==> config.mk <==
export PLATFORM = sky130hd
export DESIGN_NAME = rv_instr_assembler
export DESIGN_NICKNAME = d
export VERILOG_FILES = /design/src/rtl/rv_asm_pkg.sv /design/src/rtl/rv_asm_fifo.sv /design/src/rtl/rv_instr_assembler.sv
export SDC_FILE = /design/constraint.sdc
export NUM_CORES = 1
export LEC_CHECK = 0
export CORE_UTILIZATION = 32
export DETAILED_ROUTE_END_ITERATION = 8
export HOLD_SLACK_MARGIN = 0.08
export PLACE_DENSITY_LB_ADDON = 0.15
export SLEW_MARGIN = 5
export SYNTH_ARGS = -nofsm -noshare
export SYNTH_HDL_FRONTEND = slang
export SYNTH_SLANG_ARGS = --single-unit
==> constraint.sdc <==
create_clock -name clk -period 3.3 [get_ports clk]
set_clock_uncertainty 0.2 [all_clocks]
set_input_delay 0.66 -clock clk [delete_from_list [all_inputs] [get_ports clk]]
set_output_delay 0.66 -clock clk [all_outputs]
set_load 0.005 [all_outputs]
==> src/rtl/rv_asm_pkg.sv <==
// Shared op codes and RV32I encoding constants for the instruction assembler.
package rv_asm_pkg;

   typedef enum logic [3:0] {
      OP_LW   = 4'd0,
      OP_LBU  = 4'd1,
      OP_JALR = 4'd2,
      OP_JAL  = 4'd3,
      OP_ADD  = 4'd4,
      OP_SUB  = 4'd5,
      OP_BNE  = 4'd6,
      OP_LUI  = 4'd7,
      OP_ADDI = 4'd8,
      OP_SW   = 4'd9
   } rv_op_e;

   localparam logic [6:0] OPC_LOAD   = 7'b0000011;
   localparam logic [6:0] OPC_JALR   = 7'b1100111;
   localparam logic [6:0] OPC_JAL    = 7'b1101111;
   localparam logic [6:0] OPC_OP     = 7'b0110011;
   localparam logic [6:0] OPC_BRANCH = 7'b1100011;
   localparam logic [6:0] OPC_LUI    = 7'b0110111;
   localparam logic [6:0] OPC_OPIMM  = 7'b0010011;
   localparam logic [6:0] OPC_STORE  = 7'b0100011;

   localparam logic [2:0] F3_LW   = 3'b010;
   localparam logic [2:0] F3_LBU  = 3'b100;
   localparam logic [2:0] F3_ZERO = 3'b000;
   localparam logic [2:0] F3_BNE  = 3'b001;
   localparam logic [2:0] F3_SW   = 3'b010;

   localparam logic [6:0] F7_ADD = 7'b0000000;
   localparam logic [6:0] F7_SUB = 7'b0100000;

   localparam logic [31:0] NOP_INSTR = 32'h0000_0013;

   function automatic logic op_legal(input logic [3:0] op);
      return (op <= 4'd9);
   endfunction

endpackage

==> src/rtl/rv_asm_fifo.sv <==
// Synchronous DEPTH x W FIFO with flush; pointers carry a wrap bit for full/empty.
module rv_asm_fifo #(
   parameter int DEPTH = 4,
   parameter int W     = 32
) (
   input  logic         clk,
   input  logic         rst,
   input  logic         flush,
   input  logic         push,
   input  logic [W-1:0] wdata,
   input  logic         pop,
   output logic [W-1:0] rdata,
   output logic         full,
   output logic         empty
);
   localparam int AW = $clog2(DEPTH);

   logic [W-1:0] mem_q [DEPTH];
   logic [AW:0]  wr_ptr_q, rd_ptr_q;
   logic         push_ok, pop_ok;

   assign empty   = (wr_ptr_q == rd_ptr_q);
   assign full    = (wr_ptr_q[AW] != rd_ptr_q[AW]) &&
                    (wr_ptr_q[AW-1:0] == rd_ptr_q[AW-1:0]);
   assign push_ok = push && !full;
   assign pop_ok  = pop && !empty;
   assign rdata   = mem_q[rd_ptr_q[AW-1:0]];

   always_ff @(posedge clk) begin
      if (rst || flush) begin
         wr_ptr_q <= '0;
         rd_ptr_q <= '0;
      end else begin
         if (push_ok) wr_ptr_q <= wr_ptr_q + 1'b1;
         if (pop_ok)  rd_ptr_q <= rd_ptr_q + 1'b1;
      end
   end

   always_ff @(posedge clk) begin
      if (push_ok && !rst && !flush) mem_q[wr_ptr_q[AW-1:0]] <= wdata;
   end

endmodule

==> src/rtl/rv_instr_assembler.sv <==
// RV32I encoder feeding a word FIFO with auto-incrementing output address.
// Optional RV_ASM_ILLEGAL_TRAP_EN: illegal ops are dropped and set sticky err.
module rv_instr_assembler
   import rv_asm_pkg::*;
#(
   parameter int                DEPTH     = 4,
   parameter int                ADDR_W    = 32,
   parameter logic [ADDR_W-1:0] BASE_ADDR = '0
) (
   input  logic              clk,
   input  logic              rst,
   input  logic              clr,
   input  logic              in_valid,
   output logic              in_ready,
   input  logic [3:0]        in_op,
   input  logic [4:0]        in_rd,
   input  logic [4:0]        in_rs1,
   input  logic [4:0]        in_rs2,
   input  logic [31:0]       in_imm,
   output logic              out_valid,
   input  logic              out_ready,
   output logic [31:0]       out_instr,
   output logic [ADDR_W-1:0] out_addr,
   output logic [15:0]       count,
   output logic              err
);
   logic [31:0]       enc_word;
   logic [31:0]       fifo_rdata;
   logic              fifo_full, fifo_empty;
   logic              accept, push, pop;
   logic [ADDR_W-1:0] addr_q, addr_d;
   logic [15:0]       count_q, count_d;

   always_comb begin
      enc_word = NOP_INSTR;
      case (in_op)
         OP_LW:   enc_word = {in_imm[11:0], in_rs1, F3_LW, in_rd, OPC_LOAD};
         OP_LBU:  enc_word = {in_imm[11:0], in_rs1, F3_LBU, in_rd, OPC_LOAD};
         OP_JALR: enc_word = {in_imm[11:0], in_rs1, F3_ZERO, in_rd, OPC_JALR};
         OP_JAL:  enc_word = {in_imm[20], in_imm[10:1], in_imm[11], in_imm[19:12],
                              in_rd, OPC_JAL};
         OP_ADD:  enc_word = {F7_ADD, in_rs2, in_rs1, F3_ZERO, in_rd, OPC_OP};
         OP_SUB:  enc_word = {F7_SUB, in_rs2, in_rs1, F3_ZERO, in_rd, OPC_OP};
         OP_BNE:  enc_word = {in_imm[12], in_imm[10:5], in_rs2, in_rs1, F3_BNE,
                              in_imm[4:1], in_imm[11], OPC_BRANCH};
         OP_LUI:  enc_word = {in_imm[31:12], in_rd, OPC_LUI};
         OP_ADDI: enc_word = {in_imm[11:0], in_rs1, F3_ZERO, in_rd, OPC_OPIMM};
         OP_SW:   enc_word = {in_imm[11:5], in_rs2, in_rs1, F3_SW, in_imm[4:0], OPC_STORE};
         default: enc_word = NOP_INSTR;
      endcase
   end

   // in_ready depends only on registered pointers, never on out_ready
   assign in_ready  = !fifo_full;
   assign out_valid = !fifo_empty;
   assign accept    = in_valid && in_ready && !rst && !clr;
   assign pop       = out_valid && out_ready && !rst && !clr;

`ifdef RV_ASM_ILLEGAL_TRAP_EN
   logic err_q;

   assign push = accept && op_legal(in_op);
   assign err  = err_q;

   always_ff @(posedge clk) begin
      if (rst)                              err_q <= 1'b0;
      else if (accept && !op_legal(in_op))  err_q <= 1'b1;
   end
`else
   assign push = accept;
   assign err  = 1'b0;
`endif

   rv_asm_fifo #(.DEPTH(DEPTH), .W(32)) u_fifo (
      .clk   (clk),
      .rst   (rst),
      .flush (clr),
      .push  (push),
      .wdata (enc_word),
      .pop   (pop),
      .rdata (fifo_rdata),
      .full  (fifo_full),
      .empty (fifo_empty)
   );

   always_comb begin
      addr_d  = addr_q;
      count_d = count_q;
      if (pop) begin
         addr_d = addr_q + ADDR_W'(4);
         if (count_q != 16'hFFFF) count_d = count_q + 16'd1;
      end
   end

   always_ff @(posedge clk) begin
      if (rst || clr) begin
         addr_q  <= BASE_ADDR;
         count_q <= '0;
      end else begin
         addr_q  <= addr_d;
         count_q <= count_d;
      end
   end

   assign out_instr = fifo_empty ? 32'h0 : fifo_rdata;
   assign out_addr  = addr_q;
   assign count     = count_q;

endmodule

==> impl_metrics.ini, run 1 <==
[final_layout]
design_area_um2 = 10400
area_delta_synth_final_pct = 31.5
layout_common_cells = 135 x clkdlybuf4s50_1, 120 x edfxtp_1, 54 x nor2_1, 54 x nand2_1, 53 x dfxtp_1
fin_cells = 1111
mostFrequentLayoutCell = clkdlybuf4s50_1
n_fill_cell = 2262
diodes = 0
drive_above_1_share_pct = 13.5
final_nets = 837
utilization_pct = 42.8

[sta]
setup_slack_ns = 0.134
max_freq_ghz = 0.316
rsz0062_at_grt = yes
period_share_pct = 95.9
relSlewSlack_pct = 53.5
finalSetupViolCount = 0
final-hold-violation-count = 0
fin_tns_setup_ns = 0
worstMarginPinSlew_ns = 0.693
period_needed_ns = 3.17
slew_viol_final = 0
hold_slack_ns = 0.293

[pwr]
p_total_mw = 4.72
cellLeakagePower_nw = 3.39
power.density_nw_per_um2 = 453
ir_drop_v = 0.000283

[floorplanning]
rows = 57
start_util_pct = 32.6
die_x_um = 159
die_area_um2 = 25400
core-area_um2 = 24300
die_h_um = 159
boundaryPins = 139

[route]
dr.pass1.iters = 5
routed-via-count = 5535
wirelength_um = 19700
via_per_inst = 4.98
route.detailed.drc = 0
drtIter0Drc = 379
drtAntennaViolNets = 0
wl_per_cell_um = 17.8

[clock_network]
clkTransAtPathRegs_ns = 0.07
clk_latency_ns = 0.42
cts_buffer_depth = 2
cts_tree = built
htreeDepth = 4
cts_setup_buffers = 0
cts_root_buf = clkbuf_16
clock_sinks = 174
holdBufCountCts = 0
cts_buffers = 17

[synth]
syn-instance-count = 632
synthArstFlopShare_pct = 0
avgSynthCellArea_um2 = 12.5
ys_seq_area_share_pct = 59.1
synth_warnings = 0
ys_types = 62
synthFlopType = edfxtp_1
syn_area_um2 = 7920
synth-edff-count = 120
ys_ff_latch = 174

[global_route]
gr-total-overflow = 0
antenna_found_initial = 0
grt_usage_pct = 16.1
grt_pass1_wl_um = 31800
grt_pass1_vias = 5620
grt_max_degree = 34

[outcome]
status = finished, final reports clean

[worst_setup_path]
crit_type = register to output port
max_stage_delay_ns = 0.48
worstPathCellList = xor2_2 > nor3_4 > inv_1 > buf_12 > and2_1 > clkdlybuf4s50_1
cp_top_family = buffers and inverters
end_kind = output port
crit_buf_inv = 3
critPathSlowestCell = clkdlybuf4s50_1
crit_arrival_ns = 2.31
required_ns = 2.44
start_kind = register
critPathMaxFanout = 33

[placement]
port_buffers = 135
hpwl_um = 13400
dp_slack_ns = 0.168
gp_congestion = 0.815
place_area_um2 = 9790
dp.cells = 1079

[job]
cap_violations = 0

[hold_path]
hold_class = register to register
==> flip-flops by register name, indices dropped and copies added (netlist names), named ones only <==
register         count
u_fifo.mem_q       120
u_fifo.rd_ptr_q      3
count               16
out_addr            30
u_fifo.wr_ptr_q      3
==> Yosys cell counts (all sizes together), types with 2 or more instances <==
master	instances	area, µm²
edfxtp	120	3600
dfxtp	54	1080
nand2	54	203
nor2	54	203
and2	33	209
mux4	30	676
xnor2	27	236
clkbuf	25	93.8
o21ai	23	115
inv	20	75.1
nand3	18	90.1
nor4	17	106
nand4	14	115
buf	13	78.8
nor3	13	65.1
xor2	13	114
a22o	8	70.1
a22oi	7	52.6
ha	7	87.6
a21oi	6	30.0
mux2i	6	60.1
or3	6	38.8
a222oi	5	50.1
a2bb2oi	5	43.8
and3	5	31.3
or2	5	31.3
nor4b	4	35.0
o31ai	4	30.0
o211ai	3	22.5
or4	3	26.3
a31oi	2	27.5
and4	2	20.0
nand2b	2	12.5
nand4b	2	17.5
nor2b	2	12.5
o22ai	2	12.5
o311ai	2	17.5
o41ai	2	17.5
==> worst paths after layout <==
path / start / slack, ns / end / cells after the start
worst max-delay path: u_fifo.wr_ptr_q[1] / 0.13 / out_instr[6] / 6
worst min-delay path: count[4] / 0.29 / count[4] / 2
worst max register to register: u_fifo.wr_ptr_q[0] / 1.07 / out_addr[22] / 6
worst min register to register: count[4] / 0.29 / count[4] / 2
==> kinds of logic after synthesis <==
group	Yosys count	synth area share (%)
simple gates	237	15.7
flops	174	59.1
compound gates	78	7.15
buf+inv	59	3.17
xor+xnor	40	4.42
mux	36	9.29
fa+ha+maj	7	1.11
other cells	1	0.0473
==> worst min-delay path, cell delays in order, from the launching register on <==
cell and delay, ns:
dfxtp_1 0.34, nand2_1 0.06, mux2i_1 0.05
==> where the power goes <==
part,total [mW],switching (mW),internal [mW]
Sequential,2.37,0.00797,2.36
Clock,1.99,0.969,1.02
Combinational,0.364,0.181,0.183
Total,4.72,1.16,3.56
==> repair_timing <==
action                                  in CTS  in global routing
hold endpoints to repair                     0                  0
gates resized for setup                      2                  4
pin swaps                                    0                  0
endpoints found under the setup margin      33                 30
==> cell type report <==
cell class / count / area (µm²) / share of cell area [%]
Tap cell: 324 / 405 / 3.89
Clock buffer: 17 / 425 / 4.08
Clock inverter: 15 / 166 / 1.60
Timing Repair Buffer: 159 / 1620 / 15.5
Sequential cell: 174 / 4690 / 45.0
Inverter: 21 / 78.8 / 0.757
Multi-Input combinational cell: 401 / 3030 / 29.1
==> layer usage <==
layer	part of all wire (%)	track usage, %	up-vias
met3	4.7	3.52	8
met1	47	22.1	2728
met5	0	0	-
li1	-	-	2637
met4	0.56	3.02	0
met2	47	26.3	162
Power figures use the tool's default switching activity.
==> run 2, diff against run 1 <==
Settings changed: CORE_MARGIN set to 2.
==> run 2 against run 1 <==
Effect of this change: clock-buffer cell count unchanged; power increased by 2.9%; routed wire length increased by 1.1%; register-to-register slack about the same; clock power increased by 7%; core utilization increased by 0.12 points; non-clock buffer count unchanged; global-route usage decreased by 0.57 points; sequential power about the same; critical path depth decreased by 2; sequential share of layout area decreased by 0.12 points.
==> impl_metrics.ini, run 2 (same netlist as run 1, synthesis figures left out) <==
[final_layout]
diodes = 0
design_area_um2 = 10400
largest_register_ffs = 120
n_fill_cell = 2235
mostFrequentLayoutCell = clkdlybuf4s50_1
area_delta_synth_final_pct = 31.8
layout_common_cells = 135 x clkdlybuf4s50_1, 120 x edfxtp_1, 54 x nor2_1, 54 x nand2_1, 51 x dfxtp_1
final_nets = 837
fin_cells = 1111
drive_above_1_share_pct = 13.6
utilization_pct = 42.9

[global_route]
gr-total-overflow = 0
grt_usage_pct = 15.5
antenna_found_initial = 0
grt_max_degree = 34
grt_pass1_vias = 5661
grt_pass1_wl_um = 31200

[sta]
rsz0062_at_grt = no
worstMarginPinSlew_ns = 0.517
fin_tns_setup_ns = 0
relSlewSlack_pct = 65.4
final-hold-violation-count = 0
slew_viol_final = 0
setup_slack_ns = 0.203
hold_slack_ns = 0.290
period_share_pct = 93.8
period_needed_ns = 3.10
max_freq_ghz = 0.323
finalSetupViolCount = 0

[floorplanning]
die_area_um2 = 26000
core-area_um2 = 24300
rows = 57
start_util_pct = 32.6
boundaryPins = 139
die_x_um = 161
die_h_um = 161

[worst_setup_path]
critPathMaxFanout = 30
crit_type = register to output port
worstPathCellList = buf_12 > mux4_2 > and2_1 > clkdlybuf4s50_1
start_kind = register
required_ns = 2.44
cp_top_family = buffers and inverters
ff2ff_path_depth = 5
worstSetupPathDepth = 4
end_kind = output port
max_stage_delay_ns = 0.56
crit_arrival_ns = 2.24
crit_buf_inv = 2
critPathSlowestCell = mux4_2

[route]
wl_per_cell_um = 17.9
wirelength_um = 19900
drtAntennaViolNets = 0
dr.pass1.iters = 5
via_per_inst = 4.98
route.detailed.drc = 0
drtIter0Drc = 314
routed-via-count = 5532

[placement]
place_area_um2 = 9750
hpwl_um = 13000
dp_slack_ns = 0.162
gp_congestion = 0.806
dp.cells = 1077
port_buffers = 135

[clock_network]
cts_buffers = 17
clk_latency_ns = 0.42
clock_sinks = 174
clkTransAtPathRegs_ns = 0.07
cts_buffer_depth = 2
cts_root_buf = clkbuf_16
cts_tree = built
htreeDepth = 4

[hold_path]
hold_class = register to register
holdPathStages = 2

[pwr]
power_frac_comb_pct = 7.5
power.density_nw_per_um2 = 465
p_sw_share_pct = 22.5
ir_drop_v = 0.000328
p_switching_mw = 1.09
p_seq_share_pct = 48.8
p_total_mw = 4.85
clockPowerShare_pct = 43.7
intPower_mw = 3.76
cellLeakagePower_nw = 3.41

[job]
cap_violations = 0

[outcome]
status = finished, final reports clean
run 2: power groups by stage:
stage / Clock (mW) / Sequential (mW) / Combinational (mW)
after floorplan: 0 / 2.41 / 0.173
after global placement: 0 / 2.41 / 0.356
final: 2.12 / 2.37 / 0.365
after detailed placement: 0 / 2.42 / 0.361
after CTS: 2.19 / 2.37 / 0.366
after global routing: 2.26 / 2.37 / 0.399
run 2: final cells by class:
cell class	count	area [µm²]	area share, %
clock inverters	15	201	1.93
repair buffers	159	1600	15.3
multi-input cells	401	3040	29.1
flip-flops and latches	174	4690	44.9
clock buffers	17	425	4.07
well taps	324	405	3.88
inverters	21	78.8	0.755
run 2: timing repair:
action,in CTS,in global routing
resized for setup,6,4
buffers inserted,0,2
hold endpoints to repair,0,0
hold buffers,0,0
endpoints found under the setup margin,33,30
pin swaps,0,4
run 2: tightest hold or removal path: stages, from the launching register on:
cell	delay, ns
dfxtp_1	0.33
nand2_1	0.06
mux2i_1	0.05
run 2: routing by layer:
metal	track usage (%)	routed length, µm	vias up
met2	25.0	9430	185
met5	0	0	-
met4	4.02	102	0
li1	-	-	2638
met1	21.0	9230	2700
met3	3.80	1170	9
run 2: path summary, 6_finish.rpt:
kind	slack [ns]	endpoint	start
worst max-delay path	0.20	out_instr[6]	register
worst min-delay path	0.29	count[4]	count[4]
worst max register to register	1.07	out_addr[31]	out_addr[5]
worst min register to register	0.29	count[4]	count[4]
